## config.mk

```make
export PLATFORM = sky130hd
export DESIGN_NAME = msg_store_forward
export DESIGN_NICKNAME = d
export VERILOG_FILES = /design/src/rtl/msg_store_forward_pkg.sv /design/src/rtl/msg_store_forward_beat_ram.sv /design/src/rtl/msg_store_forward.sv
export SDC_FILE = /design/constraint.sdc
export NUM_CORES = 1
export LEC_CHECK = 0
export CORE_ASPECT_RATIO = 1.25
export CORE_UTILIZATION = 45
export CTS_CLUSTER_SIZE = 25
export DETAILED_ROUTE_END_ITERATION = 6
export HOLD_SLACK_MARGIN = 0.1
export PLACE_DENSITY = 0.63
export SLEW_MARGIN = 20
export SYNTH_ARGS = -nofsm -noshare
export SYNTH_HDL_FRONTEND = slang
export SYNTH_SLANG_ARGS = --single-unit
```

## constraint.sdc

```tcl
create_clock -name Clk -period 12.8 [get_ports Clk]
set_input_delay 2.56 -clock Clk [delete_from_list [all_inputs] [get_ports Clk]]
set_output_delay 2.56 -clock Clk [all_outputs]
set_load 0.005 [all_outputs]
```

## src/rtl/msg_store_forward_pkg.sv

```systemverilog
// Shared types and constants for the message store-and-forward buffer.
package msg_store_forward_pkg;

  localparam int DATA_WIDTH_DEFAULT = 64;
  localparam int MOD_W              = 4;
  localparam int CNT_W              = 16;

  localparam logic [MOD_W-1:0] MOD_FULL = MOD_W'(8);

  typedef enum logic [1:0] {
    ST_IDLE    = 2'd0,
    ST_RECV    = 2'd1,
    ST_DISCARD = 2'd2
  } in_state_e;

  // Saturating counter add; inc is at most 2 (abandon plus overflow/bad-mod in one beat).
  function automatic logic [CNT_W-1:0] sat_add(input logic [CNT_W-1:0] a,
                                               input logic [1:0]       inc);
    logic [CNT_W:0] sum;
    sum = {1'b0, a} + (CNT_W+1)'(inc);
    return sum[CNT_W] ? {CNT_W{1'b1}} : sum[CNT_W-1:0];
  endfunction

endpackage

```

## src/rtl/msg_store_forward_beat_ram.sv

```systemverilog
// Beat storage: DEPTH entries of {data, end, mod}, one write port, one combinational read port.
module msg_beat_ram
  import msg_store_forward_pkg::*;
#(
  parameter int DATA_WIDTH = DATA_WIDTH_DEFAULT,
  parameter int DEPTH      = 16,
  localparam int AW        = $clog2(DEPTH)
) (
  input  logic                  Clk,
  input  logic                  Rst,
  input  logic                  i_wr_en,
  input  logic [AW-1:0]         i_wr_addr,
  input  logic [DATA_WIDTH-1:0] i_wr_data,
  input  logic                  i_wr_end,
  input  logic [MOD_W-1:0]      i_wr_mod,
  input  logic [AW-1:0]         i_rd_addr,
  output logic [DATA_WIDTH-1:0] o_rd_data,
  output logic                  o_rd_end,
  output logic [MOD_W-1:0]      o_rd_mod
);

  logic [DATA_WIDTH-1:0] r_data [DEPTH];
  logic                  r_end  [DEPTH];
  logic [MOD_W-1:0]      r_mod  [DEPTH];

  // NOTE: the array is deliberately reset so the idle output bus reads all-zero;
  // this forces flops rather than RAM macros, which is acceptable at this depth.
  always_ff @(posedge Clk) begin
    if (Rst) begin
      for (int i = 0; i < DEPTH; i++) begin
        r_data[i] <= '0;
        r_end[i]  <= 1'b0;
        r_mod[i]  <= '0;
      end
    end else if (i_wr_en) begin
      r_data[i_wr_addr] <= i_wr_data;
      r_end[i_wr_addr]  <= i_wr_end;
      r_mod[i_wr_addr]  <= i_wr_mod;
    end
  end

  assign o_rd_data = r_data[i_rd_addr];
  assign o_rd_end  = r_end[i_rd_addr];
  assign o_rd_mod  = r_mod[i_rd_addr];

endmodule

```

## src/rtl/msg_store_forward.sv

```systemverilog
// Store-and-forward message buffer: only fully received, well-formed messages are forwarded.
module msg_store_forward
  import msg_store_forward_pkg::*;
#(
  parameter int DATA_WIDTH = DATA_WIDTH_DEFAULT,
  parameter int DEPTH      = 16
) (
  input  logic                  Clk,
  input  logic                  Rst,
  input  logic                  InBus_Valid,
  input  logic                  InBus_Start_Msg,
  input  logic                  InBus_End_Msg,
  input  logic [MOD_W-1:0]      InBus_Mod,
  input  logic [DATA_WIDTH-1:0] InBus_Data,
  output logic                  OutBus_Valid,
  input  logic                  OutBus_Ready,
  output logic                  OutBus_Start_Msg,
  output logic                  OutBus_End_Msg,
  output logic [MOD_W-1:0]      OutBus_Mod,
  output logic [DATA_WIDTH-1:0] OutBus_Data,
  output logic [CNT_W-1:0]      Msg_Count,
  output logic [CNT_W-1:0]      Drop_Count
);

  localparam int AW = $clog2(DEPTH);
  localparam int PW = AW + 1;

  in_state_e        r_state;
  logic [PW-1:0]    r_wr_ptr, r_commit_ptr, r_rd_ptr;
  logic             r_start_flag;
  logic [CNT_W-1:0] r_msg_cnt, r_drop_cnt;

  logic             w_rd_fire, w_rd_end;
  logic [PW-1:0]    w_base, w_used;
  logic             w_full, w_mod_bad;
  logic             w_take, w_wr_en, w_commit;
  logic [1:0]       w_drop_inc;
  logic [PW-1:0]    w_next_wr;
  in_state_e        w_next_state;

  assign OutBus_Valid = (r_rd_ptr != r_commit_ptr);
  assign w_rd_fire    = OutBus_Valid & OutBus_Ready;

  // A Start beat in RECV restarts at the commit point, so fullness is judged from there.
  assign w_base    = (r_state == ST_RECV && InBus_Start_Msg) ? r_commit_ptr : r_wr_ptr;
  assign w_used    = w_base - r_rd_ptr;
  assign w_full    = (w_used == PW'(DEPTH)) && !w_rd_fire;
  assign w_mod_bad = InBus_End_Msg && (InBus_Mod == '0 || InBus_Mod > MOD_FULL);

  // NOTE: every signal assigned here gets a default first so no latch is inferred.
  always_comb begin
    w_take       = 1'b0;
    w_wr_en      = 1'b0;
    w_commit     = 1'b0;
    w_drop_inc   = 2'd0;
    w_next_wr    = r_wr_ptr;
    w_next_state = r_state;
    if (InBus_Valid) begin
      if (r_state == ST_RECV) begin
        w_take = 1'b1;
        if (InBus_Start_Msg) begin
          w_drop_inc = 2'd1;
          w_next_wr  = r_commit_ptr;
        end
      end else if (InBus_Start_Msg) begin
        w_take = 1'b1;
      end else begin
        if (r_state == ST_IDLE) w_drop_inc = 2'd1;
        w_next_state = InBus_End_Msg ? ST_IDLE : ST_DISCARD;
      end

      if (w_take) begin
        if (w_full) begin
          w_drop_inc   = w_drop_inc + 2'd1;
          w_next_wr    = r_commit_ptr;
          w_next_state = InBus_End_Msg ? ST_IDLE : ST_DISCARD;
        end else if (w_mod_bad) begin
          w_drop_inc   = w_drop_inc + 2'd1;
          w_next_wr    = r_commit_ptr;
          w_next_state = ST_IDLE;
        end else begin
          w_wr_en      = 1'b1;
          w_next_wr    = w_base + PW'(1);
          w_commit     = InBus_End_Msg;
          w_next_state = InBus_End_Msg ? ST_IDLE : ST_RECV;
        end
      end
    end
  end

  // NOTE: sequential state uses non-blocking assignments only.
  always_ff @(posedge Clk) begin
    if (Rst) begin
      r_state      <= ST_IDLE;
      r_wr_ptr     <= '0;
      r_commit_ptr <= '0;
      r_rd_ptr     <= '0;
      r_start_flag <= 1'b1;
      r_msg_cnt    <= '0;
      r_drop_cnt   <= '0;
    end else begin
      r_state    <= w_next_state;
      r_wr_ptr   <= w_next_wr;
      r_drop_cnt <= sat_add(r_drop_cnt, w_drop_inc);
      if (w_commit) begin
        r_commit_ptr <= w_next_wr;
        r_msg_cnt    <= sat_add(r_msg_cnt, 2'd1);
      end
      if (w_rd_fire) begin
        r_rd_ptr     <= r_rd_ptr + PW'(1);
        r_start_flag <= w_rd_end;
      end
    end
  end

  msg_beat_ram #(
    .DATA_WIDTH (DATA_WIDTH),
    .DEPTH      (DEPTH)
  ) u_ram (
    .Clk       (Clk),
    .Rst       (Rst),
    .i_wr_en   (w_wr_en),
    .i_wr_addr (w_base[AW-1:0]),
    .i_wr_data (InBus_Data),
    .i_wr_end  (InBus_End_Msg),
    .i_wr_mod  (InBus_End_Msg ? InBus_Mod : MOD_FULL),
    .i_rd_addr (r_rd_ptr[AW-1:0]),
    .o_rd_data (OutBus_Data),
    .o_rd_end  (w_rd_end),
    .o_rd_mod  (OutBus_Mod)
  );

  assign OutBus_End_Msg   = w_rd_end;
  assign OutBus_Start_Msg = r_start_flag & OutBus_Valid;
  assign Msg_Count        = r_msg_cnt;
  assign Drop_Count       = r_drop_cnt;

endmodule
```

==> results of run 1 <==
sequential cells by signal (all words and copies together) (netlist names), named ones only:
signal,flops
Drop_Count,16
Msg_Count,16
r_commit_ptr,5
r_rd_ptr,5
r_start_flag,1
r_state,2
r_wr_ptr,5
u_ram.r_data,1024
u_ram.r_end,16
u_ram.r_mod,64
final cells by class:
| cell class | count | area share, % |
|---|---|---|
| clock buffers | 130 | 5.031 |
| clock inverters | 77 | 1.259 |
| inverters | 17 | 0.1111 |
| multi-input cells | 2064 | 27.01 |
| repair buffers | 222 | 3.789 |
| well taps | 1459 | 3.177 |
| diodes | 3 | 0.01307 |
| flip-flops and latches | 1158 | 59.61 |
logic make-up after synthesis:
kind of cell | Yosys count
muxes | 350
buffers and inverters | 282
and+or+nand+nor | 1556
adders and majority gates | 14
xor gates and xnor gates | 24
AOI/OAI and AO/OA | 120
DFF | 1158
path summary, 6_finish.rpt:
kind,startpoint,end,slack [ns],depth (start not counted)
max,InBus_Start_Msg,Drop_Count[13]$_SDFF_PP0_,5.34,17
min reg2reg,r_start_flag$_SDFFE_PP1P_,r_start_flag$_SDFFE_PP1P_,0.49,2
max reg2reg,r_state[0]$_SDFFE_PP0P_,Drop_Count[13]$_SDFF_PP0_,7.60,16
min,r_start_flag$_SDFFE_PP1P_,r_start_flag$_SDFFE_PP1P_,0.49,2
cell usage in the layout (no fill, tap or decap), types with 12 or more instances in the layout:
master,n
nor2_1,1139
edfxtp_1,1104
mux4_2,345
nand2_1,298
clkdlybuf4s50_1,175
clkbuf_16,112
dfxtp_1,50
buf_4,40
clkinv_1,32
a21oi_1,30
nand3_1,28
and3_1,22
clkinv_2,20
xnor2_1,17
inv_1,17
a41o_4,16
clkbuf_1,16
a31oi_1,13
ha_1,13
nand4_1,12
bufinv_16,12
through the flow:
step                hold WS [ns]  setup slack, ns  util, %
floorplan                 0.4293            5.935        -
global placement          0.4559            4.745    48.17
detailed placement        0.4693            4.640    48.17
CTS                       0.4938            5.303    51.40
global route              0.5311            4.774    51.40
finish                    0.4904            5.340    51.41
critical path, stage by stage:
cell,delay (ns)
clkdlybuf4s50_1,0.89
nand3b_4,0.26
mux2i_2,0.33
inv_1,0.12
ha_1,0.33
a21oi_1,0.19
a21boi_0,0.15
nor4_1,0.56
o211a_1,0.43
mux2i_1,0.12
a221oi_1,0.25
ha_1,0.22
inv_1,0.06
fa_1,0.51
nor3_1,0.45
nand2_1,0.41
a21oi_1,0.25
where the power goes:
part           internal (µW)  leakage (µW)  switching (µW)
Combinational            458       0.00445             622
Clock                   1860       0.00176            1460
Sequential              4300        0.0119            58.3
Total                   6620        0.0181            2140
routing by layer:
metal	routed length [µm]	GRT usage, %
met5	23	0
met1	55080	33.23
met2	69250	41.29
met3	11750	3.991
met4	3212	6.836
==> results.yml, run 1 <==
run_status:
  status: "finished clean"
placed_design:
  placedCellCount: 4920
  io_buffers: 176
  place_congestion: 0.7814
  hpwl_um: 68340
  place_area_um2: 53830
synth:
  synthSimpleGateAreaFrac_pct: 12.12
  synth.distinct_cells: 64
  synth_compound_area_share_pct: 1.700
  synth_mux_area_share_pct: 15.39
  synth_edf_count: 1104
  synth_top_area_share_pct: 65.19
  synth_top_family_by_area: "multiplexers"
  synthXorXnorAreaFrac_pct: 0.4134
  yosysSeqAreaShare_pct: 67.32
  synth_most_common_cell: "nor2_1"
  netlist_instances: 3504
  syn_area_per_cell_um2: 14.51
  synth-seq-cells: 1158
  synthAdderAreaFrac_pct: 0.3592
  yosysTopAreaCell: "edfxtp_1"
  syn_nets: 3592
  ys_top_cells_by_area: "edfxtp_1 65%, mux4_2 15%, nor2_1 8.4%"
  synth_common_cells: "1,139 x nor2_1, 1,104 x edfxtp_1, 345 x mux4_2"
  netlist_area_um2: 50850
  ys_dominant_reg_cell: "edfxtp_1"
  ys_warn_count: 0
  async_flop_share_pct: 0
final_layout:
  fin_nets: 3663
  multiInputGateArea_um2: 15520
  fill_cells: 9403
  area_delta_synth_final_pct: 12.98
  regArea_um2: 34250
  final_cells: 5130
  layout-drive-gt1-share_pct: 16.11
  fin_area_um2: 57450
sta:
  setup_viol: 0
  timing.final.crit_share_pct: 58.28
  worst_clock_skew_ns: 0.03076
  timing.slew.headroom_pct: 21.12
  tns_ns: 0
  final.min_clock_period_ns: 7.460
  rsz0062_at_grt: "no"
  slew_viol_final: 0
  timing.fmax_mhz: 134.0
  hold_viol: 0
  worstMarginPinSlew_ns: 1.183
routing:
  antenna_left: 0
  drc: 0
  drtIter0Drc: 3268
  wire_per_inst_um: 27.16
  via_per_inst: 5.977
  drt-total-wl_um: 139300
  vias: 30660
  first_pass_iters: 6
cts:
  cts_max_level: 3
  cts_tree: "yes"
  clockRootBuffer: "clkbuf_16"
  clk_pin_slew_ns: 0.06
  cts_setup_buffers: 0
  clock-sinks: 1158
  cts.path.max_buffers: 3
  clkLatencyLatePin_ns: 0.74
  cts_buffers: 112
  cts-resized-gates: 0
  holdBufCountCts: 0
global_route:
  grt-ovfl-total: 0
  grt_pass1_wl_um: 204500
  antenna_found_initial: 6
  grtUsageTotal_pct: 24.63
  grt_start_max_net_pins: 157
  grt_pass1_vias: 31740
floorplanning:
  pin_count: 177
  dieHeight_um: 377.8
  dieArea_um2: 114400
  fp.dieW_um: 302.7
  rows: 137
  core_um2: 111800
  start_util_pct: 45.50
power_and_ir_drop:
  total_power_uw: 8753
  power_density_nw_per_um2: 152.4
  ir_drop_v: 0.0001099
  total_leakage_power_uw: 0.01806
critical_path:
  cp-start-kind: "input pin"
  crit_fanout: 17
  crit_type: "input pin to flop"
  arrival_ns: 8.12
  crit_required_ns: 13.46
  crit_path_end_kind: "flop"
flow_run:
  maxCapViolations: 0
worst_hold_path:
  min_path_type: "flop to flop"
No activity file was read; power rests on OpenSTA's default activity.
==> inputs of run 2 (changes only) <==
--- a/config.mk
+++ b/config.mk
@@ -10,7 +10,7 @@
 export CTS_CLUSTER_SIZE = 25
 export DETAILED_ROUTE_END_ITERATION = 6
 export HOLD_SLACK_MARGIN = 0.1
-export PLACE_DENSITY = 0.63
+export PLACE_DENSITY = 0.65
 export SLEW_MARGIN = 20
 export SYNTH_ARGS = -nofsm -noshare
 export SYNTH_HDL_FRONTEND = slang
==> constraint.sdc (replaced) <==
create_clock -name Clk -period 6.7 [get_ports Clk]
set_input_delay 1.34 -clock Clk [delete_from_list [all_inputs] [get_ports Clk]]
set_output_delay 1.34 -clock Clk [all_outputs]
set_load 0.005 [all_outputs]
==> run 2 against run 1 <==
- critical path depth is the same
- critical endpoint is now Drop_Count[1]$_SDFF_PP0_
- cell count up 0.94%
- sequential share of layout area shrank 0.85 points
- combinational power is 99% higher
- core utilization is 0.75 points higher
- non-clock buffer count is 53 higher
- worst setup slack lost 4.3 ns
- flip-flop and latch count stayed put
- clock power increased by 86%
==> results.yml, run 2 (synthesized netlist as in run 1, its figures left out) <==
run_status:
  status: "finished clean"
placed_design:
  place_congestion: 0.7988
  place_area_um2: 54750
  io_buffers: 176
  hpwl_um: 77130
sta:
  timing.fmax_mhz: 176.0
  timing.slew.headroom_pct: 25.89
  worstMarginPinSlew_ns: 1.107
  final.min_clock_period_ns: 5.681
  slew_viol_final: 0
  rsz0062_at_grt: "no"
  hold_viol: 0
  timing.final.crit_share_pct: 84.79
  worst_clock_skew_ns: 0.03602
  setup_viol: 0
  tns_ns: 0
final_layout:
  final_common_cell: "nor2_1"
  final_cell_mix: "1,139 x nor2_1, 1,104 x edfxtp_1, 345 x mux4_2"
  fill_cells: 9209
  largest_register: "u_ram.r_data"
  largest_register_ffs: 1024
  fin_area_um2: 58280
  area_delta_synth_final_pct: 14.62
  biggestRegsByFlops: "u_ram.r_data: 1024 flops, u_ram.r_mod: 64 flops"
  fin_nets: 3713
  layout-drive-gt1-share_pct: 17.35
cts:
  cts_setup_buffers: 0
  cts_buffers: 109
  cts_max_level: 3
  clk_pin_slew_ns: 0.06
  cts-resized-gates: 0
  holdBufCountCts: 0
  cts.path.max_buffers: 3
  clockRootBuffer: "clkbuf_16"
  clock-sinks: 1158
  clkLatencyLatePin_ns: 0.73
  cts_tree: "yes"
critical_path:
  cp_top_family: "simple AND/OR/NAND/NOR gates"
  critPathSlowestCell: "clkdlybuf4s50_1"
  cp-start-kind: "input pin"
  crit_fanout: 13
  worstPathCellList: "clkdlybuf4s50_1 > nand3b_4 > mux2i_2 > inv_1 > ha_1 > a21oi_1 > a21boi_0 > nor4_1 > o211a_1 > nor2_1 > a221oi_1 > ha_1 > inv_1 > fa_1 > nor3_1 > nand2_1 > a21oi_1"
  crit_type: "input pin to flop"
  crit_path_end_kind: "flop"
  arrival_ns: 6.33
  path_buf_inv: 3
  crit_required_ns: 7.35
  critPathMaxStageDelay_ns: 0.55
  r2r_start: "r_state[0]$_SDFFE_PP0P_"
  reg2reg_setup_slack_ns: 1.66
  r2r_end: "Drop_Count[1]$_SDFF_PP0_"
  r2r_cells: 16
worst_hold_path:
  min_path_cells: 2
  hp-start: "r_start_flag$_SDFFE_PP1P_"
  min_path_type: "flop to flop"
  min_to: "r_start_flag$_SDFFE_PP1P_"
routing:
  vias: 30920
  wire_per_inst_um: 26.85
  drc: 0
  via_per_inst: 5.972
  antenna_left: 0
  first_pass_iters: 5
  drt-total-wl_um: 139000
  drtIter0Drc: 3042
power_and_ir_drop:
  ir_drop_v: 0.0002030
  power_density_nw_per_um2: 285.5
  total_leakage_power_uw: 0.01850
floorplanning:
  dieHeight_um: 377.8
  dieArea_um2: 114400
  fp.dieW_um: 302.7
  core_um2: 111800
  rows: 137
  pin_count: 177
  start_util_pct: 45.50
global_route:
  antenna_found_initial: 6
  grt_pass1_wl_um: 204800
  grt_start_max_net_pins: 70
  grtUsageTotal_pct: 24.54
  grt_pass1_vias: 31570
  grt-ovfl-total: 0
flow_run:
  maxCapViolations: 0
==> run 2: changes by cell type in the layout (fill, tap and decap cells not counted), sizes merged <==
cell	before	now
buf	47	100
clkinv	57	44
clkbuf	130	140
bufinv	12	8
inv	21	25
diode	3	1
==> run 2: layout make-up <==
| class | instances | area [µm²] | area share, % |
|---|---|---|---|
| clock buffers | 140 | 2940 | 5.045 |
| flip-flops and latches | 1158 | 34250 | 58.76 |
| well taps | 1459 | 1826 | 3.132 |
| clock inverters | 64 | 588.1 | 1.009 |
| inverters | 17 | 63.81 | 0.1095 |
| repair buffers | 275 | 3100 | 5.320 |
| diodes | 1 | 2.502 | 0.004293 |
| multi-input cells | 2064 | 15520 | 26.62 |
==> run 2: power by group <==
group          internal, µW  switching, µW
registers              8220            122
clock network          3420           2730
logic                   948           1200
total                 12600           4060
==> run 2: metrics by stage <==
step / setup slack [ns] / utilization (%) / cells / hold WS, ns / total power [µW]
after floorplan: 1.055 / - / 3504 / 0.4293 / 9747
final: 1.019 / 52.15 / 5178 / 0.4773 / 16640
after CTS: 1.037 / 52.15 / 5177 / 0.4737 / 16740
after detailed placement: 0.2700 / 48.99 / 4973 / 0.4538 / 10660
after global placement: 0.3628 / 48.99 / 4973 / 0.4503 / 10650
after global routing: 0.7053 / 52.15 / 5177 / 0.4950 / 17110
==> run 2: worst max path at each step <==
stage          slack, ns  cells past startpoint                               end            start
6_report            1.02                     17          Drop_Count[1]$_SDFF_PP0_  InBus_Start_Msg
5_1_grt             0.71                     17         Drop_Count[13]$_SDFF_PP0_  InBus_Start_Msg
4_1_cts             1.04                     17          Drop_Count[1]$_SDFF_PP0_  InBus_Start_Msg
3_5_place_dp        0.27                     17          Drop_Count[1]$_SDFF_PP0_  InBus_Start_Msg
3_3_place_gp        0.36                     17         Drop_Count[13]$_SDFF_PP0_  InBus_Start_Msg
2_1_floorplan       1.06                     12  u_ram.r_data[0][0]$_SDFFCE_PN0P_  InBus_Start_Msg
==> run 2: worst register-to-register path: cells and delay by family, from the launching register on <==
| kind | cells | cell delay [ns] |
|---|---|---|
| AND/OR/NAND/NOR | 5 | 1.70 |
| AO/OA/AOI/OAI | 5 | 1.21 |
| multiplexers | 1 | 0.31 |
| flip-flops | 1 | 0.50 |
| buffers and inverters | 2 | 0.18 |
| adder cells (fa/ha/maj) | 3 | 1.07 |
==> run 2: routing by layer <==
metal  vias up  part of all wire [%]  track usage (%)
li1      13200                     -                -
met1     15990                    39            32.70
met2      1521                    51            41.75
met3       203                   8.4            3.928
met4         6                   2.2            6.514
met5         -                 0.024                0
